<file path="config.mk">
export PLATFORM = sky130hd
export DESIGN_NAME = streamx_feeder
export DESIGN_NICKNAME = d
export VERILOG_FILES = /design/src/rtl/streamx_feeder.sv
export SDC_FILE = /design/constraint.sdc
export NUM_CORES = 1
export LEC_CHECK = 0
export BUFFER_PORTS_ARGS = -buffer_cell sky130_fd_sc_hd__buf_4
export CAP_MARGIN = 20
export CORE_MARGIN = 2
export CORE_UTILIZATION = 55
export DETAILED_ROUTE_END_ITERATION = 8
export PLACE_DENSITY = 0.79
export SLEW_MARGIN = 30
export SYNTH_ARGS = -nofsm -noshare
export SYNTH_HDL_FRONTEND = slang
export SYNTH_SLANG_ARGS = --single-unit
</file>
<file path="constraint.sdc">
create_clock -name i_clk -period 8.5 [get_ports i_clk]
set_clock_uncertainty 0.05 [all_clocks]
set_input_delay 0 -clock i_clk [delete_from_list [all_inputs] [get_ports i_clk]]
set_output_delay 0 -clock i_clk [all_outputs]
set_load 0.02 [all_outputs]
</file>
<file path="src/rtl/streamx_feeder.sv">
// Primes a host-fed FIFO, then pops one word into write_data every 2^PERIOD_LOG2 cycles; optional underrun counter under STREAMX_FEEDER_UNDERRUN_CNT_EN.
// Latency: a pushed word is poppable the cycle after its push; write_data updates at the strobe edge.
// Backpressure: host_ready drops when the FIFO is full or flush is high; pop cadence is never stalled.
module streamx_feeder #(
    parameter int DATA_W      = 64,
    parameter int DEPTH       = 8,
    parameter int PERIOD_LOG2 = 2,
    parameter int PRIME_LVL   = 2
) (
    input  logic                       i_clk,
    input  logic                       i_rst_l,
    input  logic                       i_host_valid,
    input  logic [DATA_W-1:0]          i_host_data,
    output logic                       o_host_ready,
    input  logic                       i_flush,
    output logic [DATA_W-1:0]          o_write_data,
    output logic                       o_write_strobe,
    output logic [$clog2(DEPTH+1)-1:0] o_level,
    output logic                       o_running,
    output logic [15:0]                o_underrun_cnt
);

    localparam int AW = $clog2(DEPTH);
    localparam int LW = $clog2(DEPTH + 1);

    localparam logic [0:0] ST_PRIME = 1'b0;
    localparam logic [0:0] ST_RUN   = 1'b1;

    logic [0:0]             r_state;
    logic [AW:0]            r_wr_ptr;
    logic [AW:0]            r_rd_ptr;
    logic [PERIOD_LOG2-1:0] r_cad;
    logic [DATA_W-1:0]      r_write_data;
    logic [DATA_W-1:0]      r_mem [DEPTH];

    logic [LW-1:0] w_level;
    logic          w_empty;
    logic          w_full;
    logic          w_strobe;
    logic          w_push;
    logic          w_pop;
    logic          w_prime_done;

    // Extra pointer MSB separates full (MSBs differ) from empty (pointers equal).
    assign w_level      = LW'(r_wr_ptr - r_rd_ptr);
    assign w_empty      = (r_wr_ptr == r_rd_ptr);
    assign w_full       = (r_wr_ptr[AW] != r_rd_ptr[AW]) && (r_wr_ptr[AW-1:0] == r_rd_ptr[AW-1:0]);
    assign w_prime_done = (w_level >= LW'(PRIME_LVL));
    assign w_strobe     = (r_state == ST_RUN) && (&r_cad);
    assign w_push       = i_host_valid && o_host_ready;
    assign w_pop        = w_strobe && !w_empty && !i_flush;

    assign o_host_ready   = i_rst_l && !w_full && !i_flush;
    assign o_write_data   = r_write_data;
    assign o_write_strobe = w_strobe;
    assign o_level        = w_level;
    assign o_running      = (r_state == ST_RUN);

    always_ff @(posedge i_clk) begin
        if (w_push) begin
            r_mem[r_wr_ptr[AW-1:0]] <= i_host_data;
        end
    end

    always_ff @(posedge i_clk or negedge i_rst_l) begin
        if (!i_rst_l) begin
            r_state      <= ST_PRIME;
            r_wr_ptr     <= '0;
            r_rd_ptr     <= '0;
            r_cad        <= '0;
            r_write_data <= '0;
        end else if (i_flush) begin
            r_state  <= ST_PRIME;
            r_wr_ptr <= '0;
            r_rd_ptr <= '0;
            r_cad    <= '0;
        end else begin
            if (w_push) begin
                r_wr_ptr <= r_wr_ptr + 1'b1;
            end
            if (w_pop) begin
                r_rd_ptr     <= r_rd_ptr + 1'b1;
                r_write_data <= r_mem[r_rd_ptr[AW-1:0]];
            end
            if (r_state == ST_PRIME) begin
                r_cad <= '0;
                if (w_prime_done) begin
                    r_state <= ST_RUN;
                end
            end else begin
                r_cad <= r_cad + PERIOD_LOG2'(1);
            end
        end
    end

`ifdef STREAMX_FEEDER_UNDERRUN_CNT_EN
    logic [15:0] r_underrun_cnt;
    logic        w_underrun;

    assign w_underrun     = w_strobe && w_empty && !i_flush;
    assign o_underrun_cnt = r_underrun_cnt;

    always_ff @(posedge i_clk or negedge i_rst_l) begin
        if (!i_rst_l) begin
            r_underrun_cnt <= 16'h0;
        end else if (w_underrun && (r_underrun_cnt != 16'hFFFF)) begin
            r_underrun_cnt <= r_underrun_cnt + 16'h1;
        end
    end
`else
    assign o_underrun_cnt = 16'h0;
`endif

endmodule

</file>
# Yosys cells after proc, flatten, opt, wreduce, memory -nomap -nowiden
# Memories as Yosys holds them, arrays and structs flattened. A register that Yosys moved wholly into a read port is not among the register bits.
# Cells that the tools add are included.
# Widths: inputs -> output; s select.
# totals
word_cells,40
ramBits,512
inputBits,68
ff_bits,11
out_inout_bits,87
memories,1
# mem_list
name,depth,width,rd,rd_ports_with_merged_regs,write_ports,line,source
r_mem,8,64,1,1,1,34,logic [DATA_W-1:0] r_mem [DEPTH];
# classes
reduce_logical,15
n_eq_ne,3
n_bitwise,1
n_lt_le_gt_ge,1
mux,11
n_addsub,4
# op_table
operator,count
$mux 4,4
$add 4x1->4 const B,2
$logic_and 1x1->1,7
$mux 1,5
$eq 4x4->1,1
$ge 4x2->1 const B,1
$logic_not 1->1,4
$mux 2,2
$reduce_and 2->1,2
$reduce_bool 2->1,2
$sub 4x4->4,1
$eq 3x3->1,1
$add 2x1->2 const B,1
$ne 1x1->1,1
$not 1->1,1

# Logic depth before layout (Yosys ltp)
# Gate-level depths: netlist (run 1).
# logic_depth
depth_word,8
ltp_mapped,12
ltp_nobuf,7

# Worst setup path after synthesis (run 1)
# Ideal clock, no wire load.
# synth_path
path_kind,reg-to-reg
startpoint,reg r_rd_ptr[1]
endpoint,mem r_mem[1][0] (enable)
path_buffers,4
period_less_slack_ns,7.492
setup_ns,0.565
t_arrival_ns,6.877
required_time_ns,7.885
setup_slack_ns,1.008
stages_incl_launch_ff,11
path_cell_list,dfrtp_1 buf_2 buf_2 buf_2 inv_1 ha_1 and3_1 clkbuf_1 a211oi_1 nand2_1 nor3_1
# synth_between
elab_chain_cells,8
# synth_lines
element,line,source
start: declaration,31,logic [AW:0] r_rd_ptr;
start signal: assignment,82,r_rd_ptr <= r_rd_ptr + 1'b1;
$eq 3x3->1,47,assign w_full = (r_wr_ptr[AW] != r_rd_ptr[AW]) && (r_wr_ptr[AW-1:0] == r_rd_ptr[AW-1:0]);
$logic_and 1x1->1,47,
$logic_not 1->1,53,assign o_host_ready = i_rst_l && !w_full && !i_flush;
$logic_and 1x1->1 (2 in a row),53,
via o_host_ready,14,"output logic o_host_ready,"
$logic_and 1x1->1,50,assign w_push = i_host_valid && o_host_ready;
$mux 1,60,if (w_push) begin
$mux 1 (implied by the code),61,r_mem[r_wr_ptr[AW-1:0]] <= i_host_data;
end: declaration,34,
# The timed path passes the listed nets, and every way through them passes these cells.

# Worst setup path in the final report (run 1)
# layout_path
startpoint,reg r_rd_ptr[2]
endpoint,mem r_mem[2][56] (enable)
# layout_between
elab_chain_cells,8
# layout_lines
element,line
$eq 3x3->1,47
$logic_and 1x1->1,47
$logic_not 1->1,53
$logic_and 1x1->1 (2 in a row),53
$logic_and 1x1->1,50
$mux 1,60
$mux 1 (implied by the code),61
# Every way passes these cells.

==> results.toml, run 1 <==
[setup_path]
r2r-end = "r_mem[2][56]$_DFFE_PP_"
worstSetupPathType = "reg2reg"
startpoint_type = "flip-flop"
crit_required_ns = 8.66
crit_arrival_ns = 4.69
critPathMaxFanout = 67
critPathCaptureType = "flip-flop"
r2r-start = "r_rd_ptr[2]$_DFFE_PN0P_"
worstRegToRegCells = 7
rrSetupSlack_ns = 3.98

[hold_path]
min_from = "i_host_data[38]"
holdPathStages = 2
min-delay-path-class = "in2reg"
whs_endpoint = "r_mem[0][38]$_DFFE_PP_"

[placed_design]
dp_hpwl_um = 23600
gp_congestion = 0.741
port_buffers = 138
place_inst = 1742

[power_and_ir_drop]
p_clk_share_pct = 42.7
leakage_nw = 8.86
p_int_mw = 4.75
swShare_pct = 19.8
p_comb_share_pct = 3.5
switchingPower_mw = 1.17
powerDensity_nw_per_um2 = 225
ir_drop_v = 0.000170
pwr-share-seq_pct = 53.8

[cts]
htreeDepth = 2
cts_num_sinks = 587
clock_latency_ns = 0.60
postCtsSetupRepairBufs = 0
cts_root_buffer = "clkbuf_16"
cts_hold_buf = 69
cts_tree = "yes"
max-clock-path-buffers = 3
ctsResizeCount = 0
numCtsBuffers = 55
clk_pin_slew_ns = 0.06

[route]
drt-total-wl_um = 45400
antenna_left = 0
wl_per_cell_um = 23.7
viasPerCell = 5.84
num_vias = 11200
drc = 0
drt_iter0_markers = 1069
drt-pass1-iter-count = 5

[yosys]
ys_warn_count = 0
syn_avg_cell_area_sq_um = 19.8
yosysUniqueCellTypes = 33
synthCells = 1121
ys.flop_type = "edfxtp_1"
yosysSeqAreaShare_pct = 77.6
synth_edf_count = 512
async_flop_share_pct = 12.8
ys_ff_latch = 587
synthesis.area_sq_um = 22200

[finish]
fillers = 2545
seq_area_sq_um = 17300
multi_input_area_sq_um = 4560
drive_above_1_share_pct = 27.3
fin_cells = 1917
nNetsFinal = 1419
synthToLayoutAreaGrowth_pct = 18.3

[floorplan]
io_pins = 155
rows = 73
coreArea_sq_um = 39800
initial_core_util_pct = 55.8
die_h_um = 205
dieArea_sq_um = 42100
chipWidth_um = 205

[job]
cap_violations = 0

[timing]
relSlewSlack_pct = 33.0
hold_violations = 0
period_minus_slack_ns = 4.52
finalCritPeriodShare_pct = 53.2
setup_viol = 0
tightestPinTransition_ns = 1.00
slew_viol_final = 0
fin_setup_tns_ns = 0
rsz0062_at_grt = "false"
max_freq_mhz = 221

[run_status]
status = "finished, final reports clean"

[global_routing]
grt_pass1_wl_um = 69600
overflow = 0
grt_use_total_pct = 22.4
grt_start_max_net_pins = 70
grt_pass1_vias = 11800
antenna_found_initial = 2
cell usage after synthesis, types with 6 or more instances:
| library cell | number | share of area, % |
|---|---|---|
| buf_6 | 16 | 0.81 |
| edfxtp_1 | 512 | 69 |
| nor2_1 | 77 | 1.3 |
| dfrtp_1 | 75 | 8.4 |
| clkbuf_1 | 19 | 0.32 |
| buf_2 | 21 | 0.47 |
| mux4_2 | 128 | 13 |
| nand2_1 | 135 | 2.3 |
| ha_1 | 6 | 0.34 |
| xnor2_1 | 7 | 0.28 |
| buf_4 | 19 | 0.64 |
| a31oi_1 | 64 | 1.8 |
| inv_1 | 9 | 0.15 |
worst max-delay path by stage:
stage | endpoint | cells after the start | from | slack [ns]
6_report | r_mem[2][56]$_DFFE_PP_ | 7 | r_rd_ptr[2]$_DFFE_PN0P_ | 3.98
3_3_place_gp | r_mem[2][54]$_DFFE_PP_ | 7 | r_rd_ptr[2]$_DFFE_PN0P_ | 4.15
4_1_cts | r_mem[2][26]$_DFFE_PP_ | 7 | r_rd_ptr[2]$_DFFE_PN0P_ | 3.99
3_5_place_dp | r_mem[2][54]$_DFFE_PP_ | 7 | r_rd_ptr[2]$_DFFE_PN0P_ | 3.98
5_1_grt | r_mem[2][10]$_DFFE_PP_ | 7 | r_rd_ptr[2]$_DFFE_PN0P_ | 3.74
2_1_floorplan | r_mem[1][0]$_DFFE_PP_ | 10 | r_rd_ptr[1]$_DFFE_PN0P_ | 1.01
metrics by stage:
stage	power [mW]	area, sq um	util, %	setup WS (ns)	hold WS (ns)
floorplan	3.32	22300	-	1.01	-0.346
global placement	3.42	23700	59.5	4.15	-0.0688
detailed placement	3.43	23700	59.5	3.98	-0.0636
CTS	5.97	26300	66.0	3.99	0.103
global route	6.10	26300	66.1	3.74	0.122
finish	5.93	26300	66.1	3.98	0.133
worst max-delay path, stage by stage, from the launching register on:
cell and delay, ns:
dfrtp_4 1.04, clkinv_2 0.16, ha_1 0.36, and3_1 0.26
a211oi_1 0.47, nand2_1 0.31, nor3_2 0.61, buf_4 0.81
layout make-up:
class	count	share of cell area (%)
Inverter	9	0.133
Sequential cell	587	65.6
Tap cell	525	2.50
Multi-Input combinational cell	464	17.3
Clock inverter	34	1.53
Antenna cell	2	0.0190
Timing Repair Buffer	227	7.30
Clock buffer	69	5.59
logic make-up (layout without fill, tap and decap cells):
logic type | Yosys count | count (layout) | synth area share, %
adders and majority gates | 7 | 7 | 0.428
muxes | 130 | 130 | 13.1
xor gates and xnor gates | 9 | 9 | 0.355
other | 1 | 18 | 0.0169
AOI/OAI and AO/OA | 74 | 74 | 2.14
buffers and inverters | 85 | 339 | 2.41
and+or+nand+nor | 228 | 228 | 4.01
DFF | 587 | 587 | 77.6
routing by layer:
metal | up-vias | part of all wire, % | track usage [%] | wire [um]
met5 | - | 0 | 0 | 0
met4 | 0 | 2.8 | 7.71 | 1260
met3 | 94 | 6.9 | 3.88 | 3120
met2 | 481 | 51 | 37.5 | 22900
met1 | 5773 | 40 | 30.2 | 18100
li1 | 4854 | - | - | -
power by group through the flow:
stage / clock network [mW] / registers (mW) / logic, mW
5_1_grt: 2.69 / 3.19 / 0.228
2_1_floorplan: 0 / 3.27 / 0.0553
3_5_place_dp: 0 / 3.25 / 0.182
3_3_place_gp: 0 / 3.25 / 0.175
6_report: 2.53 / 3.19 / 0.209
4_1_cts: 2.57 / 3.19 / 0.211
cell usage in the layout, fill, tap and decap left out, types with 2 or more instances in the layout:
cell           count
bufinv_16          9
inv_6              2
ha_1               6
nand2_1          135
dfrtp_1           72
clkbuf_8           2
a31oi_1           64
inv_1              8
dfrtp_4            3
a21oi_1            3
xnor2_1            7
clkbuf_16         56
clkinv_2          10
nor3_2             4
diode_2            2
a211oi_1           3
conb_1            16
dlygate4sd3_1     68
nor2_1            73
buf_4            153
edfxtp_1         512
buf_6              4
mux4_2           128
clkinv_1          12
nand3_1            5
clkbuf_1          11
xor2_1             2
nor2_4             4
mux2i_1            2
sequential cells by signal, indices dropped and copies added (netlist names):
signal / flops
o_write_data: 64
o_running: 1
r_mem: 512
r_cad: 2
r_wr_ptr: 4
r_rd_ptr: 4
No activity file was read; power rests on OpenSTA's default activity.
==> run 2, diff against run 1 <==
Clock period 8.5 ns to 4.3 ns, I/O delays scaled along.
==> run 2 against run 1 <==
Against the previous run: non-clock buffer count up 3; largest power group unchanged; die area unchanged; hold slack worse by 0.037 ns; critical endpoint is now r_mem[0][28]$_DFFE_PP_; critical path depth unchanged; via count up 1.0%; setup slack worse by 2.9 ns.
==> results.toml, run 2 (same netlist as run 1, synthesis figures left out) <==
[cts]
cts_num_sinks = 587
cts_root_buffer = "clkbuf_16"
clock_latency_ns = 0.63
numCtsBuffers = 56
clk_pin_slew_ns = 0.06
max-clock-path-buffers = 3
cts_tree = "yes"
htreeDepth = 2
ctsResizeCount = 0
postCtsSetupRepairBufs = 0

[job]
cap_violations = 0

[setup_path]
crit_required_ns = 4.55
max_stage_delay_ns = 0.61
worstSetupPathType = "reg2reg"
rrSetupSlack_ns = 1.07
crit_end = "r_mem[0][28]$_DFFE_PP_"
cpMaxStageDelayCell = "nor2_4"
startpoint_type = "flip-flop"
worstRegToRegCells = 7
crit_buf_inv = 2
path_cells = "inv_1, ha_1, and3_1, a211oi_4, nand2_1, nor2_4, buf_12"
crit_arrival_ns = 3.48
path_delay_family = "simple AND/OR/NAND/NOR gates"
critPathCaptureType = "flip-flop"
crit_cells = 7
critPathMaxFanout = 24
startpoint = "r_wr_ptr[0]$_DFFE_PN0P_"
r2r-end = "r_mem[0][28]$_DFFE_PP_"
r2r-start = "r_wr_ptr[0]$_DFFE_PN0P_"

[power_and_ir_drop]
ir_drop_v = 0.000469
p_comb_share_pct = 3.6
p_clk_share_pct = 41.7
pwr-share-seq_pct = 54.7
p_int_mw = 9.18
powerDensity_nw_per_um2 = 436
leakage_nw = 8.87
switchingPower_mw = 2.33
swShare_pct = 20.2

[route]
antenna_left = 0
drt-total-wl_um = 46300
num_vias = 11300
drt-pass1-iter-count = 5
drc = 0
drt_iter0_markers = 983
wl_per_cell_um = 24.1
viasPerCell = 5.89

[timing]
finalCritPeriodShare_pct = 75.1
hold_violations = 0
period_minus_slack_ns = 3.23
setup_viol = 0
relSlewSlack_pct = 33.1
slew_viol_final = 0
tightestPinTransition_ns = 1.00
fin_setup_tns_ns = 0
rsz0062_at_grt = "false"
max_freq_mhz = 310

[finish]
drive_above_1_share_pct = 27.4
fillers = 2527
layout_commonest_cell = "edfxtp_1"
synthToLayoutAreaGrowth_pct = 18.7
multi_input_area_sq_um = 4600
seq_area_sq_um = 17300
largest_reg_flops = 512
fin_cells = 1922
layout_common_cells = "edfxtp_1, buf_4, nand2_1"
nNetsFinal = 1423

[global_routing]
grt_use_total_pct = 22.7
grt_pass1_vias = 11600
grt_start_max_net_pins = 74
grt_pass1_wl_um = 70000
antenna_found_initial = 3
overflow = 0

[floorplan]
die_h_um = 205
initial_core_util_pct = 55.8
dieArea_sq_um = 42100
chipWidth_um = 205
rows = 73
io_pins = 155
coreArea_sq_um = 39800

[hold_path]
min-delay-path-class = "in2reg"

[run_status]
status = "finished, final reports clean"

[placed_design]
gp_congestion = 0.778
port_buffers = 138
place_inst = 1746
dp_hpwl_um = 23600
run 2: worst min path at each step:
stage	slack, ns	cells after the start	startpoint	to
final	0.1	2	i_host_data[34]	r_mem[2][34]$_DFFE_PP_
after global routing	0.1	2	i_host_data[48]	r_mem[3][48]$_DFFE_PP_
after CTS	0.07	2	i_host_data[36]	r_mem[7][36]$_DFFE_PP_
after detailed placement	-0.16	1	i_rst_l	r_rd_ptr[3]$_DFFE_PN0P_
after global placement	-0.17	1	i_rst_l	r_rd_ptr[3]$_DFFE_PN0P_
after floorplan	-0.35	0	i_rst_l	o_running$_DFF_PN0_
run 2: area by class of cell:
cell class | count | share of cell area (%)
Antenna cell | 2 | 0.0190
Inverter | 9 | 0.133
Tap cell | 525 | 2.49
Clock buffer | 79 | 5.83
Sequential cell | 587 | 65.4
Timing Repair Buffer | 230 | 7.68
Multi-Input combinational cell | 464 | 17.4
Clock inverter | 26 | 0.991
run 2: routing by layer:
layer / GRT usage (%) / wire, um / up-vias
met5: 0 / 13 / -
met1: 30.5 / 18100 / 5862
met2: 38.0 / 23600 / 507
met4: 7.68 / 1140 / 2
li1: - / - / 4864
met3: 4.28 / 3380 / 82
run 2: through the flow:
stage	area (sq um)	utilization, %	setup WS (ns)	total power [mW]	hold slack, ns
2_1_floorplan	22400	-	-0.0896	6.57	-0.346
4_1_cts	26400	66.2	1.05	11.6	0.0702
3_3_place_gp	23900	59.9	1.20	6.77	-0.168
3_5_place_dp	23900	60.0	1.08	6.78	-0.162
5_1_grt	26400	66.2	0.906	11.9	0.0987
6_report	26400	66.3	1.07	11.5	0.0960
run 2: power by group through the flow:
stage | sequential, mW | clock [mW] | combinational [mW]
2_1_floorplan | 6.45 | 0 | 0.113
3_3_place_gp | 6.42 | 0 | 0.349
3_5_place_dp | 6.42 | 0 | 0.362
4_1_cts | 6.30 | 4.86 | 0.420
5_1_grt | 6.31 | 5.10 | 0.450
6_report | 6.30 | 4.80 | 0.416
run 2: repair_timing:
item	CTS	global route
endpoints found under the setup margin	0	0
hold buffers	69	0
endpoints found under the hold margin	622	0
==> run 3, diff against run 2 <==
Settings changed: CORE_UTILIZATION 55 to 54, PLACE_DENSITY 0.79 to 0.8.
Clock period 4.3 ns to 2.9 ns, I/O delays scaled along.
==> run 3 against run 2 <==
Against the previous run: register-to-register slack worse by 0.65 ns; utilization is 1.4 points lower; largest cell class unchanged; cell count grew 0.62%.
==> results.toml, run 3 (same netlist as run 1, synthesis figures left out) <==
[finish]
final_cell_area_sq_um = 26400
drive_above_1_share_pct = 28.2
layout_commonest_cell = "edfxtp_1"
largest_reg_flops = 512
synthToLayoutAreaGrowth_pct = 18.9
nNetsFinal = 1430
fin_util_pct = 64.9
seq_area_sq_um = 17300
fillers = 2621
multi_input_area_sq_um = 4620
layout_common_cells = "edfxtp_1, buf_4, nand2_1"
fin_cells = 1934

[power_and_ir_drop]
ir_drop_v = 0.000662
leakage_nw = 8.87
totalPowerFinal_mw = 16.8
swShare_pct = 20.8
switchingPower_mw = 3.51
p_comb_share_pct = 3.8
powerDensity_nw_per_um2 = 637
p_int_mw = 13.3
p_clk_share_pct = 40.7
pwr-share-seq_pct = 55.5

[timing]
fin_setup_tns_ns = 0
relSlewSlack_pct = 39.2
hold_ws_ns = 0.125
max_freq_mhz = 404
period_minus_slack_ns = 2.48
finalCritPeriodShare_pct = 85.4
slew_viol_final = 0
hold_violations = 0
rsz0062_at_grt = "false"
fin_ws_ns = 0.424
tightestPinTransition_ns = 0.912
setup_viol = 0

[setup_path]
critPathMaxFanout = 19
path_cells = "clkinv_2, ha_1, and3_4, a211oi_4, nand2_2, nor3_4, buf_4"
rrSetupSlack_ns = 0.42
path_delay_family = "simple AND/OR/NAND/NOR gates"
startpoint_type = "flip-flop"
r2r-end = "r_mem[5][6]$_DFFE_PP_"
crit_arrival_ns = 2.69
critPathCaptureType = "flip-flop"
r2r-start = "r_rd_ptr[2]$_DFFE_PN0P_"
max_stage_delay_ns = 0.41
worstRegToRegCells = 7
crit_required_ns = 3.12
worstSetupPathType = "reg2reg"
cpMaxStageDelayCell = "dfrtp_4"
crit_buf_inv = 2

[floorplan]
coreArea_sq_um = 40700
rows = 74
chipWidth_um = 207
die_h_um = 207
io_pins = 155
initial_core_util_pct = 54.6
dieArea_sq_um = 42800

[job]
cap_violations = 0

[global_routing]
grt_pass1_wl_um = 72900
antenna_found_initial = 3
overflow = 0
grt_pass1_vias = 11900
grt_start_max_net_pins = 132
grt_use_total_pct = 23.3

[cts]
numCtsBuffers = 56
clock_latency_ns = 0.60
cts_num_sinks = 587
ctsResizeCount = 0
clk_pin_slew_ns = 0.06
postCtsSetupRepairBufs = 0
htreeDepth = 2
cts_tree = "yes"
max-clock-path-buffers = 3
cts_root_buffer = "clkbuf_16"

[placed_design]
place_area_sq_um = 24000
dp_slack_ns = 0.426
gp_congestion = 0.732
dp_hpwl_um = 25500
port_buffers = 138
place_inst = 1760

[route]
wl_per_cell_um = 24.8
drt_iter0_markers = 1209
drt-total-wl_um = 48100
viasPerCell = 5.90
antenna_left = 0
num_vias = 11400
drc = 0
drt-pass1-iter-count = 6

[hold_path]
min_from = "i_host_data[35]"
holdPathStages = 2
min-delay-path-class = "in2reg"
whs_endpoint = "r_mem[1][35]$_DFFE_PP_"

[run_status]
status = "finished, final reports clean"
## run 3: area by class of cell
class | count | area share [%]
diodes | 1 | 0.00946
clock buffers | 80 | 5.95
clock inverters | 24 | 0.549
inverters | 9 | 0.142
multi-input cells | 464 | 17.5
flip-flops and latches | 587 | 65.3
well taps | 532 | 2.52
repair buffers | 237 | 8.06
## run 3: worst reg2reg max path: stages (launching register included)
cell and delay (ns):
dfrtp_4 0.41, clkinv_2 0.06, ha_1 0.33, and3_4 0.23
a211oi_4 0.28, nand2_2 0.17, nor3_4 0.25, buf_4 0.37
## run 3: how the worst max path moves through the flow
stage	startpoint	endpoint	slack, ns	cells after the start
after CTS	r_rd_ptr[2]$_DFFE_PN0P_	r_mem[5][17]$_DFFE_PP_	0.41	7
after global placement	r_rd_ptr[0]$_DFFE_PN0P_	r_mem[5][5]$_DFFE_PP_	0.47	6
final	r_rd_ptr[2]$_DFFE_PN0P_	r_mem[5][6]$_DFFE_PP_	0.42	7
after global routing	r_rd_ptr[0]$_DFFE_PN0P_	o_write_data[10]$_DFFE_PN0P_	0.28	5
after detailed placement	r_rd_ptr[0]$_DFFE_PN0P_	r_mem[5][5]$_DFFE_PP_	0.43	6
after floorplan	r_rd_ptr[1]$_DFFE_PN0P_	r_mem[5][0]$_DFFE_PP_	-1.06	10
## run 3: power groups by stage
stage | Combinational (mW) | Sequential [mW] | Clock, mW
floorplan | 0.175 | 9.57 | 0
global placement | 0.539 | 9.51 | 0
detailed placement | 0.557 | 9.52 | 0
CTS | 0.648 | 9.34 | 6.96
global route | 0.697 | 9.35 | 7.28
finish | 0.642 | 9.34 | 6.86
## run 3: what timing repair did
| item | in CTS | in global routing |
|---|---|---|
| endpoints found under the setup margin | 0 | 0 |
| endpoints found under the hold margin | 572 | 0 |
| hold buffers | 69 | 0 |
## run 3: layer usage
layer / track usage, % / part of all wire [%] / vias up
met5: 0 / 0.037 / -
met3: 4.14 / 7.0 / 90
li1: - / - / 4879
met1: 32.3 / 40 / 5928
met4: 6.33 / 2.3 / 4
met2: 38.7 / 51 / 514
